<file path="config.mk">
export PLATFORM = sky130hd
export DESIGN_NAME = fmc_adc_frame_aligner
export DESIGN_NICKNAME = d
export VERILOG_FILES = /design/src/rtl/fmc_adc_frame_aligner.sv
export SDC_FILE = /design/constraint.sdc
export NUM_CORES = 1
export LEC_CHECK = 0
export ABC_AREA = 1
export CORE_ASPECT_RATIO = 1.4
export CORE_MARGIN = 2
export CORE_UTILIZATION = 30
export CTS_CLUSTER_SIZE = 12
export DETAILED_ROUTE_END_ITERATION = 12
export PLACE_DENSITY_LB_ADDON = 0.15
export SYNTH_ARGS = -nofsm -noshare
export SYNTH_HDL_FRONTEND = slang
export SYNTH_SLANG_ARGS = --single-unit
</file>
<file path="constraint.sdc">
create_clock -name clk_i -period 1.4 [get_ports clk_i]
set_clock_uncertainty 0.1 [all_clocks]
set_input_delay 0.21 -clock clk_i [delete_from_list [all_inputs] [get_ports clk_i]]
set_output_delay 0.21 -clock clk_i [all_outputs]
set_load 0.02 [all_outputs]
</file>
<file path="src/rtl/fmc_adc_frame_aligner.sv">
// FMC ADC frame aligner.
// Compares the deserialised FR word with the expected frame pattern and
// issues bitslip requests until the pattern is seen on enough consecutive
// cycles. Once locked, sample data is flagged valid. If the frame is lost,
// the block re-searches on its own. It raises a sticky failure flag when a
// full rotation of slips gives no lock.
module fmc_adc_frame_aligner #(
   parameter int unsigned        g_WIDTH         = 8,
   parameter logic [g_WIDTH-1:0] g_FRAME_PATTERN = g_WIDTH'(8'h0F),
   parameter int unsigned        g_DATA_WIDTH    = 64,
   parameter int unsigned        g_LOCK_COUNT    = 16,
   parameter int unsigned        g_SLIP_WAIT     = 4,
   parameter int unsigned        g_UNLOCK_COUNT  = 4
) (
   input  logic                    clk_i,
   input  logic                    rst_n_i,
   input  logic                    enable_i,
   input  logic [g_WIDTH-1:0]      frame_i,
   input  logic [g_DATA_WIDTH-1:0] data_i,
   output logic                    bitslip_o,
   output logic                    locked_o,
   output logic [g_DATA_WIDTH-1:0] data_o,
   output logic                    data_valid_o,
   output logic [3:0]              slip_cnt_o,
   output logic                    lock_lost_o,
   output logic                    fail_o
);

   // Counter widths are sized so that each counter can hold its terminal value.
   localparam int unsigned MATCH_W = $clog2(g_LOCK_COUNT + 1);
   localparam int unsigned ATT_W   = $clog2(g_WIDTH + 1);
   localparam int unsigned MISS_W  = $clog2(g_UNLOCK_COUNT + 1);
   localparam int unsigned WAIT_W  = $clog2(g_SLIP_WAIT + 1);

   // Terminal values: a counter at its "last" value completes its event on the
   // current cycle.
   localparam logic [MATCH_W-1:0] MATCH_LAST = MATCH_W'(g_LOCK_COUNT - 1);
   localparam logic [ATT_W-1:0]   ATT_LAST   = ATT_W'(g_WIDTH - 1);
   localparam logic [MISS_W-1:0]  MISS_LAST  = MISS_W'(g_UNLOCK_COUNT - 1);
   localparam logic [WAIT_W-1:0]  WAIT_LAST  = WAIT_W'(g_SLIP_WAIT - 1);

   typedef enum logic [2:0] {
      ST_IDLE   = 3'd0,
      ST_CHECK  = 3'd1,
      ST_SLIP   = 3'd2,
      ST_WAIT   = 3'd3,
      ST_LOCKED = 3'd4
   } state_t;

   state_t                  state_r;
   logic [MATCH_W-1:0]      match_cnt_r;
   logic [ATT_W-1:0]        attempt_cnt_r;
   logic [MISS_W-1:0]       miss_cnt_r;
   logic [WAIT_W-1:0]       wait_cnt_r;
   logic [3:0]              slip_cnt_r;
   logic                    bitslip_r;
   logic                    locked_r;
   logic                    data_valid_r;
   logic                    lock_lost_r;
   logic                    fail_r;
   logic [g_DATA_WIDTH-1:0] data_r;

   logic                    frame_match_s;
   logic                    lost_event_s;

   // Frame comparison and loss-of-lock detection for the current cycle.
   always_comb begin
      frame_match_s = (frame_i == g_FRAME_PATTERN);
      lost_event_s  = 1'b0;
      if ((state_r == ST_LOCKED) && !frame_match_s && (miss_cnt_r == MISS_LAST)) begin
         lost_event_s = 1'b1;
      end else begin
         lost_event_s = 1'b0;
      end
   end

   // Alignment FSM. All status outputs are registered here.
   // A low enable wins over every transition except the loss-of-lock pulse.
   always_ff @(posedge clk_i or negedge rst_n_i) begin
      if (!rst_n_i) begin
         state_r       <= ST_IDLE;
         match_cnt_r   <= '0;
         attempt_cnt_r <= '0;
         miss_cnt_r    <= '0;
         wait_cnt_r    <= '0;
         slip_cnt_r    <= 4'd0;
         bitslip_r     <= 1'b0;
         locked_r      <= 1'b0;
         data_valid_r  <= 1'b0;
         lock_lost_r   <= 1'b0;
         fail_r        <= 1'b0;
      end else begin
         // The loss pulse is reported even when enable drops on the same cycle.
         lock_lost_r <= lost_event_s;
         bitslip_r   <= 1'b0;
         if (!enable_i) begin
            state_r       <= ST_IDLE;
            match_cnt_r   <= '0;
            attempt_cnt_r <= '0;
            miss_cnt_r    <= '0;
            wait_cnt_r    <= '0;
            slip_cnt_r    <= 4'd0;
            locked_r      <= 1'b0;
            data_valid_r  <= 1'b0;
            fail_r        <= 1'b0;
         end else begin
            case (state_r)
               ST_IDLE: begin
                  state_r       <= ST_CHECK;
                  match_cnt_r   <= '0;
                  attempt_cnt_r <= '0;
                  miss_cnt_r    <= '0;
                  wait_cnt_r    <= '0;
                  locked_r      <= 1'b0;
                  data_valid_r  <= 1'b0;
               end
               ST_CHECK: begin
                  if (frame_match_s) begin
                     if (match_cnt_r == MATCH_LAST) begin
                        // This match completes the run: declare lock.
                        state_r      <= ST_LOCKED;
                        match_cnt_r  <= '0;
                        miss_cnt_r   <= '0;
                        locked_r     <= 1'b1;
                        data_valid_r <= 1'b1;
                     end else begin
                        match_cnt_r <= match_cnt_r + MATCH_W'(1);
                     end
                  end else begin
                     // Mismatch: request one slip. The slip counters move
                     // with the pulse so that software sees them together.
                     state_r     <= ST_SLIP;
                     match_cnt_r <= '0;
                     bitslip_r   <= 1'b1;
                     slip_cnt_r  <= slip_cnt_r + 4'd1;
                     if (attempt_cnt_r == ATT_LAST) begin
                        fail_r        <= 1'b1;
                        attempt_cnt_r <= '0;
                     end else begin
                        attempt_cnt_r <= attempt_cnt_r + ATT_W'(1);
                     end
                  end
               end
               ST_SLIP: begin
                  state_r    <= ST_WAIT;
                  wait_cnt_r <= '0;
               end
               ST_WAIT: begin
                  // Ignore frame_i while the deserialiser applies the slip.
                  if (wait_cnt_r == WAIT_LAST) begin
                     state_r    <= ST_CHECK;
                     wait_cnt_r <= '0;
                  end else begin
                     wait_cnt_r <= wait_cnt_r + WAIT_W'(1);
                  end
               end
               ST_LOCKED: begin
                  attempt_cnt_r <= '0;
                  if (frame_match_s) begin
                     miss_cnt_r <= '0;
                  end else if (lost_event_s) begin
                     state_r      <= ST_CHECK;
                     match_cnt_r  <= '0;
                     miss_cnt_r   <= '0;
                     locked_r     <= 1'b0;
                     data_valid_r <= 1'b0;
                  end else begin
                     miss_cnt_r <= miss_cnt_r + MISS_W'(1);
                  end
               end
               default: begin
                  state_r       <= ST_IDLE;
                  match_cnt_r   <= '0;
                  attempt_cnt_r <= '0;
                  miss_cnt_r    <= '0;
                  wait_cnt_r    <= '0;
                  locked_r      <= 1'b0;
                  data_valid_r  <= 1'b0;
               end
            endcase
         end
      end
   end

   // Sample data path: a single register stage, independent of alignment state.
   always_ff @(posedge clk_i or negedge rst_n_i) begin
      if (!rst_n_i) begin
         data_r <= '0;
      end else begin
         data_r <= data_i;
      end
   end

   assign bitslip_o    = bitslip_r;
   assign locked_o     = locked_r;
   assign data_valid_o = data_valid_r;
   assign lock_lost_o  = lock_lost_r;
   assign fail_o       = fail_r;
   assign slip_cnt_o   = slip_cnt_r;
   assign data_o       = data_r;

endmodule

</file>
==> results.yml <==
run_status:
  status: "finished clean"
yosys:
  synth_cells: 246
  synthDistinctLibCells: 31
  yosysWarnings: 0
  synth_seq_cells: 90
  synth_nets: 326
  syn_area_sq_mm: 0.00310
  ys_seq_area_share_pct: 72.7
  synth_area_per_cell_sq_um: 12.6
die:
  fp-row-count: 43
  start_util_pct: 30.9
  die_area_sq_mm: 0.0112
  boundaryPins: 148
  core_region_area_sq_mm: 0.0100
  die_h_microns: 124
  die_w_microns: 89.9
timing:
  final-setup-viol-count: 0
  worst_slew_pin_slew_ns: 0.326
  maxSlewHeadroom_pct: 78.3
  rsz0062_at_grt: "true"
  drv_slew: 0
  fin_crit_sh_pct: 97.6
  period_needed_ns: 1.37
  hold_violations: 0
  setup_tns_ns: 0
  max_freq_mhz: 732
  holdWs_ns: 0.177
power:
  pwr-share-clk_pct: 34.0
  p_int_mw: 4.59
  p_sw_mw: 1.84
  pwr-share-seq_pct: 45.0
  ir_drop_v: 0.000752
  leakagePower_nw: 2.48
  pwr_density_cell_mw_per_mm2: 1220
  p_sw_share_pct: 28.7
  comb_power_share_pct: 20.9
drt:
  drc: 0
  wl_per_cell_microns: 13.7
  drt_iter0_markers: 93
  wirelength_microns: 7770
  via_per_inst: 4.36
  vias: 2471
  dr.pass1.iters: 4
  ant_nets: 0
setup_path:
  critical_path_required_ns: 1.52
  r2r_cells: 8
  critical_path.endpoint_type: "register"
  worstPathArrival_ns: 1.49
  criticalPathCategory: "register to register"
  crit_path_max_fanout: 3
  startpoint_type: "register"
global_route:
  antenna_found_initial: 0
  grt_overflow: 0
  gr-usage-all-layers_pct: 14.6
  grt_pass1_vias: 2692
  grt_max_degree: 24
  grt_pass1_wl_microns: 12800
clocking:
  cts_max_level: 3
  cts_root_buffer: "clkbuf_16"
  path_clk_slew_ns: 0.06
  cts_buffer_depth: 2
  clk_latency_ns: 0.33
  numCtsBuffers: 9
  cts_tree: "yes"
  cts_sinks: 90
flow_run:
  drv_cap: 0
hold_path:
  hp-class: "input port to async pin"
final_layout:
  fin_nets: 507
  syn_to_final_growth_pct: 69.7
  layout_commonest_cell: "dfrtp_1"
  final_cell_mix: "dfrtp_1, clkdlybuf4s50_1, dlygate4sd2_1"
  drive_above_1_share_pct: 19.2
  num_antenna_cells: 0
placement:
  io_buffers: 147
  dp_hpwl_microns: 5960
  gp_congestion: 0.774
path summary, 6_finish.rpt:
kind | slack (ns) | start | to
setup / recovery | 0.03 | match_cnt_r[0]$_DFFE_PN0P_ | miss_cnt_r[2]$_DFFE_PN0P_
hold / removal | 0.18 | rst_n_i | data_o[57]$_DFF_PN0_
setup reg to reg | 0.03 | match_cnt_r[0]$_DFFE_PN0P_ | miss_cnt_r[2]$_DFFE_PN0P_
hold reg to reg | 0.39 | wait_cnt_r[0]$_DFFE_PN0P_ | wait_cnt_r[0]$_DFFE_PN0P_
max in group asynchronous | 0.55 | rst_n_i | data_o[23]$_DFF_PN0_
min in group clk_i | 0.21 | data_i[53] | data_o[53]$_DFF_PN0_
power by group through the flow:
stage	sequential [mW]	combinational, mW	clock, mW
2_1_floorplan	3.08	0.441	0
3_3_place_gp	2.93	1.29	0
3_5_place_dp	2.93	1.30	0
4_1_cts	2.90	1.24	2.27
5_1_grt	2.91	1.47	2.38
6_report	2.90	1.35	2.19
per-stage QoR:
stage / worst slack [ns] / instance area, sq um / power, mW / instances / util, %
2_1_floorplan: 0.0565 / 3100 / 3.52 / 246 / -
3_3_place_gp: -0.283 / 4900 / 4.22 / 544 / 48.9
3_5_place_dp: -0.298 / 4900 / 4.23 / 544 / 48.9
4_1_cts: -0.00490 / 5150 / 6.40 / 562 / 51.5
5_1_grt: -0.0667 / 5260 / 6.76 / 567 / 52.5
6_report: 0.0331 / 5260 / 6.43 / 567 / 52.5
critical path, stage by stage, from the launching register on:
cell	delay, ns
dfrtp_1	0.40
ha_4	0.17
nand3_4	0.09
nor2_4	0.12
nand3_2	0.09
nand2_2	0.10
nand2_2	0.06
nor2_1	0.09
nor2_1	0.04
cell usage after synthesis (all sizes together):
cell type,instances,area [sq um]
dfrtp,90,2250
xnor2,1,8.76
a31oi,2,12.5
xor2,1,8.76
o31ai,1,7.51
nand3,19,113
inv,24,92.6
o21ai,14,85.1
buf,1,7.51
clkbuf,1,3.75
nand4,4,31.3
nor3,2,10.0
o21bai,1,11.3
ha,5,62.6
nand3b,1,7.51
nand2,54,238
a21oi,3,15.0
nor2,22,130
cell type report:
type,count,area (sq um)
Inverter,24,95.1
Fill cell,937,4750
Tap cell,135,169
Sequential cell,90,2250
Clock buffer,10,229
Clock inverter,6,42.5
Timing Repair Buffer,172,1620
Multi-Input combinational cell,130,848
routing by layer:
metal	part of all wire, %	track usage [%]	wire length (microns)
met1	37	15.1	2850
met5	0	0	0
met3	10	7.03	794
met4	2.3	6.43	179
met2	51	25.0	3950
kinds of logic after synthesis:
logic type               share of synthesized area (%)
AO/OA/AOI/OAI                                     4.24
XOR/XNOR                                         0.566
adder cells (fa/ha/maj)                           2.02
buffers and inverters                             3.35
flip-flops                                        72.7
AND/OR/NAND/NOR                                   17.1
flip-flops by register name (all words and copies together), names as in the netlist:
name / count
data_o: 64
wait_cnt_r: 3
bitslip_o: 1
miss_cnt_r: 3
data_valid_o: 1
lock_lost_o: 1
match_cnt_r: 5
attempt_cnt_r: 4
slip_cnt_o: 4
state_r: 3
fail_o: 1
timing repair:
| item | 4_1_cts | 5_1_grt |
|---|---|---|
| buffers inserted | 1 | 5 |
| endpoints found under the hold margin | 90 | 0 |
| setup endpoints to repair | 86 | 25 |
| cloned | 0 | 0 |
| gates resized for setup | 85 | 25 |
| pin swaps | 2 | 14 |
| hold buffers | 1 | 0 |
No activity file was read; power rests on OpenSTA's default activity.
